**src/rtl/grf_mp_if.sv**
```systemverilog
// Register-file access bundle: decode-side read/issue ports and the writeback port.
interface grf_mp_if #(
  parameter int WIDTH = 32,
  parameter int DEPTH = 32,
  parameter int NRD   = 2
);
  localparam int AW = $clog2(DEPTH);

  logic [NRD*AW-1:0]    ra;
  logic [NRD*WIDTH-1:0] rd;
  logic [NRD-1:0]       rd_busy;
  logic                 we;
  logic [AW-1:0]        wa;
  logic [WIDTH-1:0]     wd;
  logic                 iss_valid;
  logic [AW-1:0]        iss_addr;
  logic                 flush;

  modport master (
    output ra, we, wa, wd, iss_valid, iss_addr, flush,
    input  rd, rd_busy
  );

  modport slave (
    input  ra, we, wa, wd, iss_valid, iss_addr, flush,
    output rd, rd_busy
  );
endinterface

```
**src/rtl/grf_mp.sv**
```systemverilog
// Multi-read-port register file with a per-register busy scoreboard for RAW detection.
// Define GRF_BYPASS_EN to forward same-cycle writeback data (and clear busy) onto matching read ports.
module grf_mp #(
  parameter int              WIDTH   = 32,
  parameter int              DEPTH   = 32,
  parameter int              NRD     = 2,
  parameter int              GP_IDX  = 28,
  parameter logic [WIDTH-1:0] GP_INIT = 32'h0000_1800,
  parameter int              SP_IDX  = 29,
  parameter logic [WIDTH-1:0] SP_INIT = 32'h0000_2ffc
) (
  input logic    clk,
  input logic    reset,
  grf_mp_if.slave bus
);
  localparam int AW = $clog2(DEPTH);

  typedef logic [DEPTH-1:0][WIDTH-1:0] image_t;

  function automatic image_t reset_image();
    image_t img;
    img         = '0;
    img[GP_IDX] = GP_INIT;
    img[SP_IDX] = SP_INIT;
    return img;
  endfunction

  // Register 0 and out-of-range addresses behave as a hard-wired zero.
  function automatic logic addr_ok(logic [AW-1:0] a);
    return (a != '0) && (int'(a) < DEPTH);
  endfunction

  // Declaration initialisers give the reset image at time zero, before any reset edge.
  image_t           regs = reset_image();
  logic [DEPTH-1:0] busy = '0;
  logic [DEPTH-1:0] busy_nxt;
  logic             wr_ok;
  logic             iss_ok;

  assign wr_ok  = bus.we && addr_ok(bus.wa);
  assign iss_ok = bus.iss_valid && addr_ok(bus.iss_addr);

  // Issue is applied last so a new producer survives a same-cycle clear or flush.
  always_comb begin
    busy_nxt = busy;
    if (bus.flush)
      busy_nxt = '0;
    else if (wr_ok)
      busy_nxt[bus.wa] = 1'b0;
    if (iss_ok)
      busy_nxt[bus.iss_addr] = 1'b1;
  end

  always_ff @(posedge clk) begin
    if (reset) begin
      regs <= reset_image();
      busy <= '0;
    end else begin
      if (wr_ok)
        regs[bus.wa] <= bus.wd;
      busy <= busy_nxt;
    end
  end

  logic [NRD*WIDTH-1:0] rd_v;
  logic [NRD-1:0]       busy_v;
  logic [AW-1:0]        a;

  always_comb begin
    rd_v   = '0;
    busy_v = '0;
    a      = '0;
    for (int k = 0; k < NRD; k++) begin
      a = bus.ra[k*AW +: AW];
      if (addr_ok(a)) begin
        rd_v[k*WIDTH +: WIDTH] = regs[a];
        busy_v[k]              = busy[a];
`ifdef GRF_BYPASS_EN
        if (wr_ok && !reset && (a == bus.wa)) begin
          rd_v[k*WIDTH +: WIDTH] = bus.wd;
          busy_v[k]              = 1'b0;
        end
`else
`endif
      end
    end
  end

  assign bus.rd      = rd_v;
  assign bus.rd_busy = busy_v;
endmodule

```
**src/flat_wrapper.sv**
```systemverilog
// flat-port wrapper written by rule: the top's interface ports become plain ports
module grf_mp_flat 
#(
  parameter int              WIDTH   = 32,
  parameter int              DEPTH   = 32,
  parameter int              NRD     = 2,
  parameter int              GP_IDX  = 28,
  parameter logic [WIDTH-1:0] GP_INIT = 32'h0000_1800,
  parameter int              SP_IDX  = 29,
  parameter logic [WIDTH-1:0] SP_INIT = 32'h0000_2ffc
)
  (clk, reset, bus_ra, bus_we, bus_wa, bus_wd, bus_iss_valid, bus_iss_addr, bus_flush, bus_rd, bus_rd_busy);
  grf_mp_if #(.WIDTH(WIDTH), .DEPTH(DEPTH), .NRD(NRD)) bus_i ();
  input logic clk;
  input logic reset;
  input wire logic [$bits(bus_i.ra)-1:0] bus_ra;
  input wire logic [$bits(bus_i.we)-1:0] bus_we;
  input wire logic [$bits(bus_i.wa)-1:0] bus_wa;
  input wire logic [$bits(bus_i.wd)-1:0] bus_wd;
  input wire logic [$bits(bus_i.iss_valid)-1:0] bus_iss_valid;
  input wire logic [$bits(bus_i.iss_addr)-1:0] bus_iss_addr;
  input wire logic [$bits(bus_i.flush)-1:0] bus_flush;
  output wire logic [$bits(bus_i.rd)-1:0] bus_rd;
  output wire logic [$bits(bus_i.rd_busy)-1:0] bus_rd_busy;
  assign bus_i.ra = bus_ra;
  assign bus_i.we = bus_we;
  assign bus_i.wa = bus_wa;
  assign bus_i.wd = bus_wd;
  assign bus_i.iss_valid = bus_iss_valid;
  assign bus_i.iss_addr = bus_iss_addr;
  assign bus_i.flush = bus_flush;
  assign bus_rd = bus_i.rd;
  assign bus_rd_busy = bus_i.rd_busy;
  grf_mp #(.WIDTH(WIDTH), .DEPTH(DEPTH), .NRD(NRD), .GP_IDX(GP_IDX), .GP_INIT(GP_INIT), .SP_IDX(SP_IDX), .SP_INIT(SP_INIT)) u_core (.clk(clk), .reset(reset), .bus(bus_i));
endmodule
```
**config.mk**
```make
export PLATFORM = sky130hd
export DESIGN_NAME = grf_mp_flat
export DESIGN_NICKNAME = d
export VERILOG_FILES = /design/src/rtl/grf_mp_if.sv /design/src/rtl/grf_mp.sv /design/src/flat_wrapper.sv
export SDC_FILE = /design/constraint.sdc
export NUM_CORES = 2
export LEC_CHECK = 0
export CORE_ASPECT_RATIO = 0.5
export CORE_MARGIN = 2
export CORE_UTILIZATION = 44
export DETAILED_ROUTE_END_ITERATION = 6
export GPL_ROUTABILITY_DRIVEN = 0
export PLACE_DENSITY = 0.6
export SETUP_SLACK_MARGIN = 0.02
export SLEW_MARGIN = 30
export SYNTH_ARGS = -nofsm -noshare
export SYNTH_HDL_FRONTEND = slang
export SYNTH_SLANG_ARGS = --single-unit
```
**constraint.sdc**
```tcl
create_clock -name clk -period 2.6 [get_ports clk]
set_clock_uncertainty 0.1 [all_clocks]
set_input_delay 0.39 -clock clk [delete_from_list [all_inputs] [get_ports clk]]
set_output_delay 0.39 -clock clk [all_outputs]
set_load 0.01 [all_outputs]
```
Word level (Yosys, flattened, before mapping)
Index checks and enable logic that the tools add are counted.
{ "word_totals": {"mem_count": 0, "latch_bits": 0, "mem_bits_ro": 0, "mem_bits_rw": 0, "reg_bits": 1056, "word_cells": 72, "out_inout_bits": 66} }
{ "op_classes": {"n_shift": 0, "mul": 0, "muxes": 22, "n_lt_le_gt_ge": 6, "n_bitwise": 3, "div_mod_pow": 0, "n_reduce_logical": 8, "n_eq_ne": 0, "add_sub_neg": 0} }
{ "op_table": {"columns": ["cell", "count"], "rows": [
  ["$bwmux W1024", 1],
  ["$bmux W32 S5", 2],
  ["$mux W32", 8],
  ["$demux W32 S5", 1],
  ["$and A32 B32 Y32", 1],
  ["$not A32 Y32", 1],
  ["$or A32 B32 Y32", 1],
  ["$lt A5 B6 Y1 const B", 4],
  ["$reduce_bool A5 Y1", 4],
  ["$bmux W1 S5", 2],
  ["$demux W1 S5", 2],
  ["$ge A5 B1 Y1 const B", 2],
  ["$mux W1", 6],
  ["$logic_and A1 B1 Y1", 4]
]} }

Longest topological paths before layout
{ "logic_depth": {"ltp_word": 10, "depth_mapped": 8, "mapped_depth_nobuf": 4} }

Worst setup path before layout
No wires, ideal clock.
{ "synth_path": {"kind": "input -> output", "from": "input port bus_ra[1]", "to": "output port bus_rd[10]", "t_arrival_ns": 1.801, "setup_slack_ns": 0.309, "cell_stages": 6, "cell_sequence": "buf_4 > buf_2 > mux4_2 > mux2_2 > o21ai_0 > a311oi_1"} }
{ "synth_via": {"elab_chain_len": 3} }
{ "synth_rtl": {"columns": ["element", "line", "text"], "rows": [
  ["start, declared", "flat_wrapper.sv:16", "input wire logic [$bits(bus_i.ra)-1:0] bus_ra;"],
  ["$bmux W32 S5", "grf_mp.sv:76", "rd_v[k*WIDTH +: WIDTH] = regs[a];"],
  ["$mux W32 (not written as such)", "grf_mp.sv:76", null],
  ["$mux W32 (*)", "grf_mp.sv:75", "if (addr_ok(a)) begin"],
  ["end, declared", "flat_wrapper.sv:23", "output wire logic [$bits(bus_i.rd)-1:0] bus_rd;"]
]} }
Mark *: on every way between the ends. The rest lies on a longest branch, timed or not. The select of a mux whose other input is x is not followed.

Final worst setup path
{ "layout_path": {"from": "register u_core.regs[61] in the netlist's numbering", "to": "output port bus_rd[29]"} }
{ "layout_via": {"elab_chain_len": 3} }
{ "layout_rtl": {"columns": ["element", "line", "text"], "rows": [
  ["start, declared", "grf_mp.sv:34", "image_t regs = reset_image();"],
  ["start signal, assigned", "grf_mp.sv:56", "regs <= reset_image();"],
  ["start signal, assigned by index", "grf_mp.sv:60", "regs[bus.wa] <= bus.wd;"],
  ["$bmux W32 S5", "grf_mp.sv:76", null],
  ["$mux W32 (not written as such)", "grf_mp.sv:76", null],
  ["$mux W32", "grf_mp.sv:75", null]
]} }
Every way passes these cells. The select of a mux whose other input is x is not followed.

==> metrics.md <==
| Metric | Value |
|---|---|
| Final Cell Area | `~67000 um2` |
| Slew margin rel. | `24.9%` |
| Maximum clock insertion buffer count | `3` |
| Synth unique cells | `47` |
| Largest net degree at the start of global routing | `101` |
| Die area | `between 100000 and 150000 um2` |
| Synth Area in XOR/XNOR | `0%` |
| # DRC | `0` |
| Setup WS pre-CTS | `-1.12 ns` |
| Final wirelength | `around 230 mm` |
| Synth Instances | `6012` |
| Area after DPL | `~60000 um2` |
| Setup-failing EPs final | `66` |
| Fin. Hold Viols | `0` |
| Final worst slack | `-0.445 ns` |
| Syn-to-layout area delta | `24.6%` |
| Final Total Pwr | `36.7 mW` |
| Crit-path max FO | `3` |
| Mapped Nets | `6069` |
| DRT Pass-1 Iters | `6` |
| Maximum clock rate | `328 MHz` |
| CTS tree | `done` |
| Starting density of the core | `44.4%` |
| Final Cycle Share | `117%` |
| Synth area leaders | `dfxtp_1 (39%), mux4_2 (19%), nand2_1 (14%), a21oi_1 (9.2%), clkbuf_1 (2.9%)` |
| Root Driver | `clkbuf_16` |
| Simple-Gate Fraction of Synth Area | `between 10% and 20%` |
| HP Class | `in -> reg` |
| Setup crit start kind | `flop` |
| Worst-Skew Late Latency | `0.73 ns` |
| Required time of the critical path | `2.11 ns` |
| Depth of the CTS H-tree | `3` |
| Leak | `22.7 nW` |
| CP Class | `reg -> out` |
| Layout fillers | `10.3k` |
| Area leader, netlist | `dfxtp_1` |
| WP data arrival | `2.55 ns` |
| Least-Margin Pin Slew | `about 1.1 ns` |
| Die height | `251 um` |
| Drt wl/cell | `28.4 um` |
| Gr usage total | `35.1%` |
| CP Capture Type | `primary output` |
| Register area share after synthesis | `39.5%` |
| Minimum clock period | `3.04 ns` |
| CTS Sinks | `~1.1k` |
| Nets | `6348` |
| Fraction of layout cells with a size suffix above 1 | `29.0%` |
| Global-route wire length before repair | `325 mm` |
| Drt first-iter violations | `7345` |
| Post-synth top area share | `39.5%` |
| Initial antenna violation count | `3` |
| MaxCap Viol Count | `0` |
| Failing checks | `negative setup slack` |
| Yosys reg bits | `1056` |
| Post-Syn Area | `53500 um2` |
| Asr flop ratio synth | `0%` |
| Gr ovfl total | `0` |
| Largest family of logic cells by synthesized area | `multiplexers` |
| Post-synthesis compound-gate area fraction | `roughly 15%` |
| Core ar. | `121000 um2` |
| # hold bufs at CTS | `0` |
| Adder-Cell Fraction of Synth Area | `0%` |
| Core Util, Final | `55.3%` |
| Cell Rows | `90` |
| RSZ-0062 raised after global routing | `true` |
| Worst VDD drop | `roughly 0.59 mV` |
| Primary FF master, synth | `dfxtp_1` |
| PD cells | `550 nW/um2` |
| Final HPWL DP | `148 mm` |
| Port buffer count | `122` |
| Clock transition at path regs | `about 0.070 ns` |
| Post-route ant nets | `0` |
| Via Count | `50.9k` |
| Slew Limit Fails | `0` |
| Die W | `497 um` |
| Mean post-synth cell area | `8.91 um2` |
| WHS | `0.0828 ns` |
| Status | `finished, violations left` |
| Drt via density | `6.37` |
| Number of I/O pins | `123` |
| Num CTS Buffers | `103` |
| Mux cell area share after synthesis | `23.3%` |
| Vias in the first global route | `48.7k` |
| Post-synth EDFFs | `0` |
| Syn. warnings | `0` |
==> routing by layer <==
| metal | track usage, % | up-vias | share of wire, % |
|---|---|---|---|
| met5 | 0 | - | 0.064 |
| met1 | 45.8 | 25100 | 38 |
| met2 | 50.5 | 3485 | 42 |
| met3 | 15.8 | 633 | 16 |
| met4 | 14.1 | 6 | 4.2 |
| li1 | - | 21700 | - |
==> flip-flops by register name, summed over array words and instances (netlist names) <==
register	count
u_core.busy	32
u_core.regs	1024
==> layout make-up <==
class / instances / area, um2 / area share, %
Multi-Input combinational cell: 4310 / 31400 / 47.1
Sequential cell: 1056 / 21300 / 31.9
Timing Repair Buffer: 817 / 8550 / 12.8
Clock buffer: 145 / 2960 / 4.43
Tap cell: 1610 / 2010 / 3.02
Clock inverter: 41 / 497 / 0.744
Inverter: 3 / 13.8 / 0.0206
Antenna cell: 5 / 12.5 / 0.0188
==> stage by stage <==
step | setup TNS [ns] | instances
floorplan | 0 | 6012
global placement | -45.17 | 7790
detailed placement | -45.81 | 7790
CTS | -17.39 | 7978
global route | -20.03 | 7983
finish | -17.87 | 7987
==> where the power goes <==
part | switching (mW) | leakage (nW) | internal (mW)
registers | 0.0884 | 8.57 | 16.3
logic | 2.71 | 12.4 | 1.71
clock network | 7.00 | 1.68 | 8.91
total | 9.80 | 22.7 | 26.9
==> cells in the mapped netlist, drive strengths merged, types with 9 or more instances <==
| library cell | count |
|---|---|
| mux2i | 132 |
| dfxtp | 1056 |
| mux4 | 462 |
| a22oi | 66 |
| clkbuf | 419 |
| nor2b | 108 |
| and2 | 14 |
| mux2 | 66 |
| nand3 | 9 |
| a21oi | 980 |
| a211oi | 66 |
| nor2 | 33 |
| o21ai | 115 |
| nand2 | 2035 |
| a32o | 24 |
| buf | 226 |
| o2111ai | 17 |
| nand2b | 17 |
| a311oi | 66 |
| a221oi | 49 |
| nand3b | 13 |
==> layout by cell type (no fill, tap or decap), types with 14 or more instances in the layout <==
master and n:
buf_4 470, o21ai_4 29, clkbuf_8 18, o21ai_0 25, a311oi_2 35, nand2_1 2027
a211oi_2 44, o21ai_1 38, a211oi_1 14, buf_2 62, clkbuf_1 22, dfxtp_2 115
a22oi_1 55, nor2_1 17, buf_12 159, nor2b_1 85, a21oi_1 980, clkdlybuf4s50_1 45
mux4_2 462, dfxtp_1 941, clkbuf_16 105, mux2i_1 132, a32o_1 24, clkinv_2 19
nor2b_4 21, buf_6 68, nor2_4 14, a311oi_4 18, mux2_2 19, o21ai_2 23
a221oi_1 43, mux2_4 47
==> worst paths after layout <==
| path | start | end | slack (ns) | cells past startpoint |
|---|---|---|---|---|
| max | u_core.regs[61] | bus_rd[29] | -0.44 | 6 |
| min | reset | u_core.regs[269] | 0.08 | 2 |
| max reg2reg | u_core.regs[883] | u_core.regs[883] | 1.70 | 4 |
| min reg2reg | u_core.regs[486] | u_core.regs[486] | 0.36 | 2 |
==> worst max-delay path, stage by stage, from the launching register on <==
cell and delay (ns):
dfxtp_1 0.34, mux4_2 0.44, nor2b_1 0.14, a211oi_1 0.45, a311oi_1 0.12, buf_4 0.19
buf_2 0.14
==> cells by family (layout without fill, tap and decap cells) <==
kind of cell,after synthesis,count (layout)
AO/OA/AOI/OAI,1387,1387
buffers and inverters,648,1006
flip-flops,1056,1056
multiplexers,660,660
other,0,5
AND/OR/NAND/NOR,2261,2263
==> repair_timing <==
item,CTS,global route
setup endpoints to repair,66,66
resized for setup,699,147
setup buffers,9,6
pin swaps,66,38
gates cloned,4,0
(Power assumes the default switching activity.)
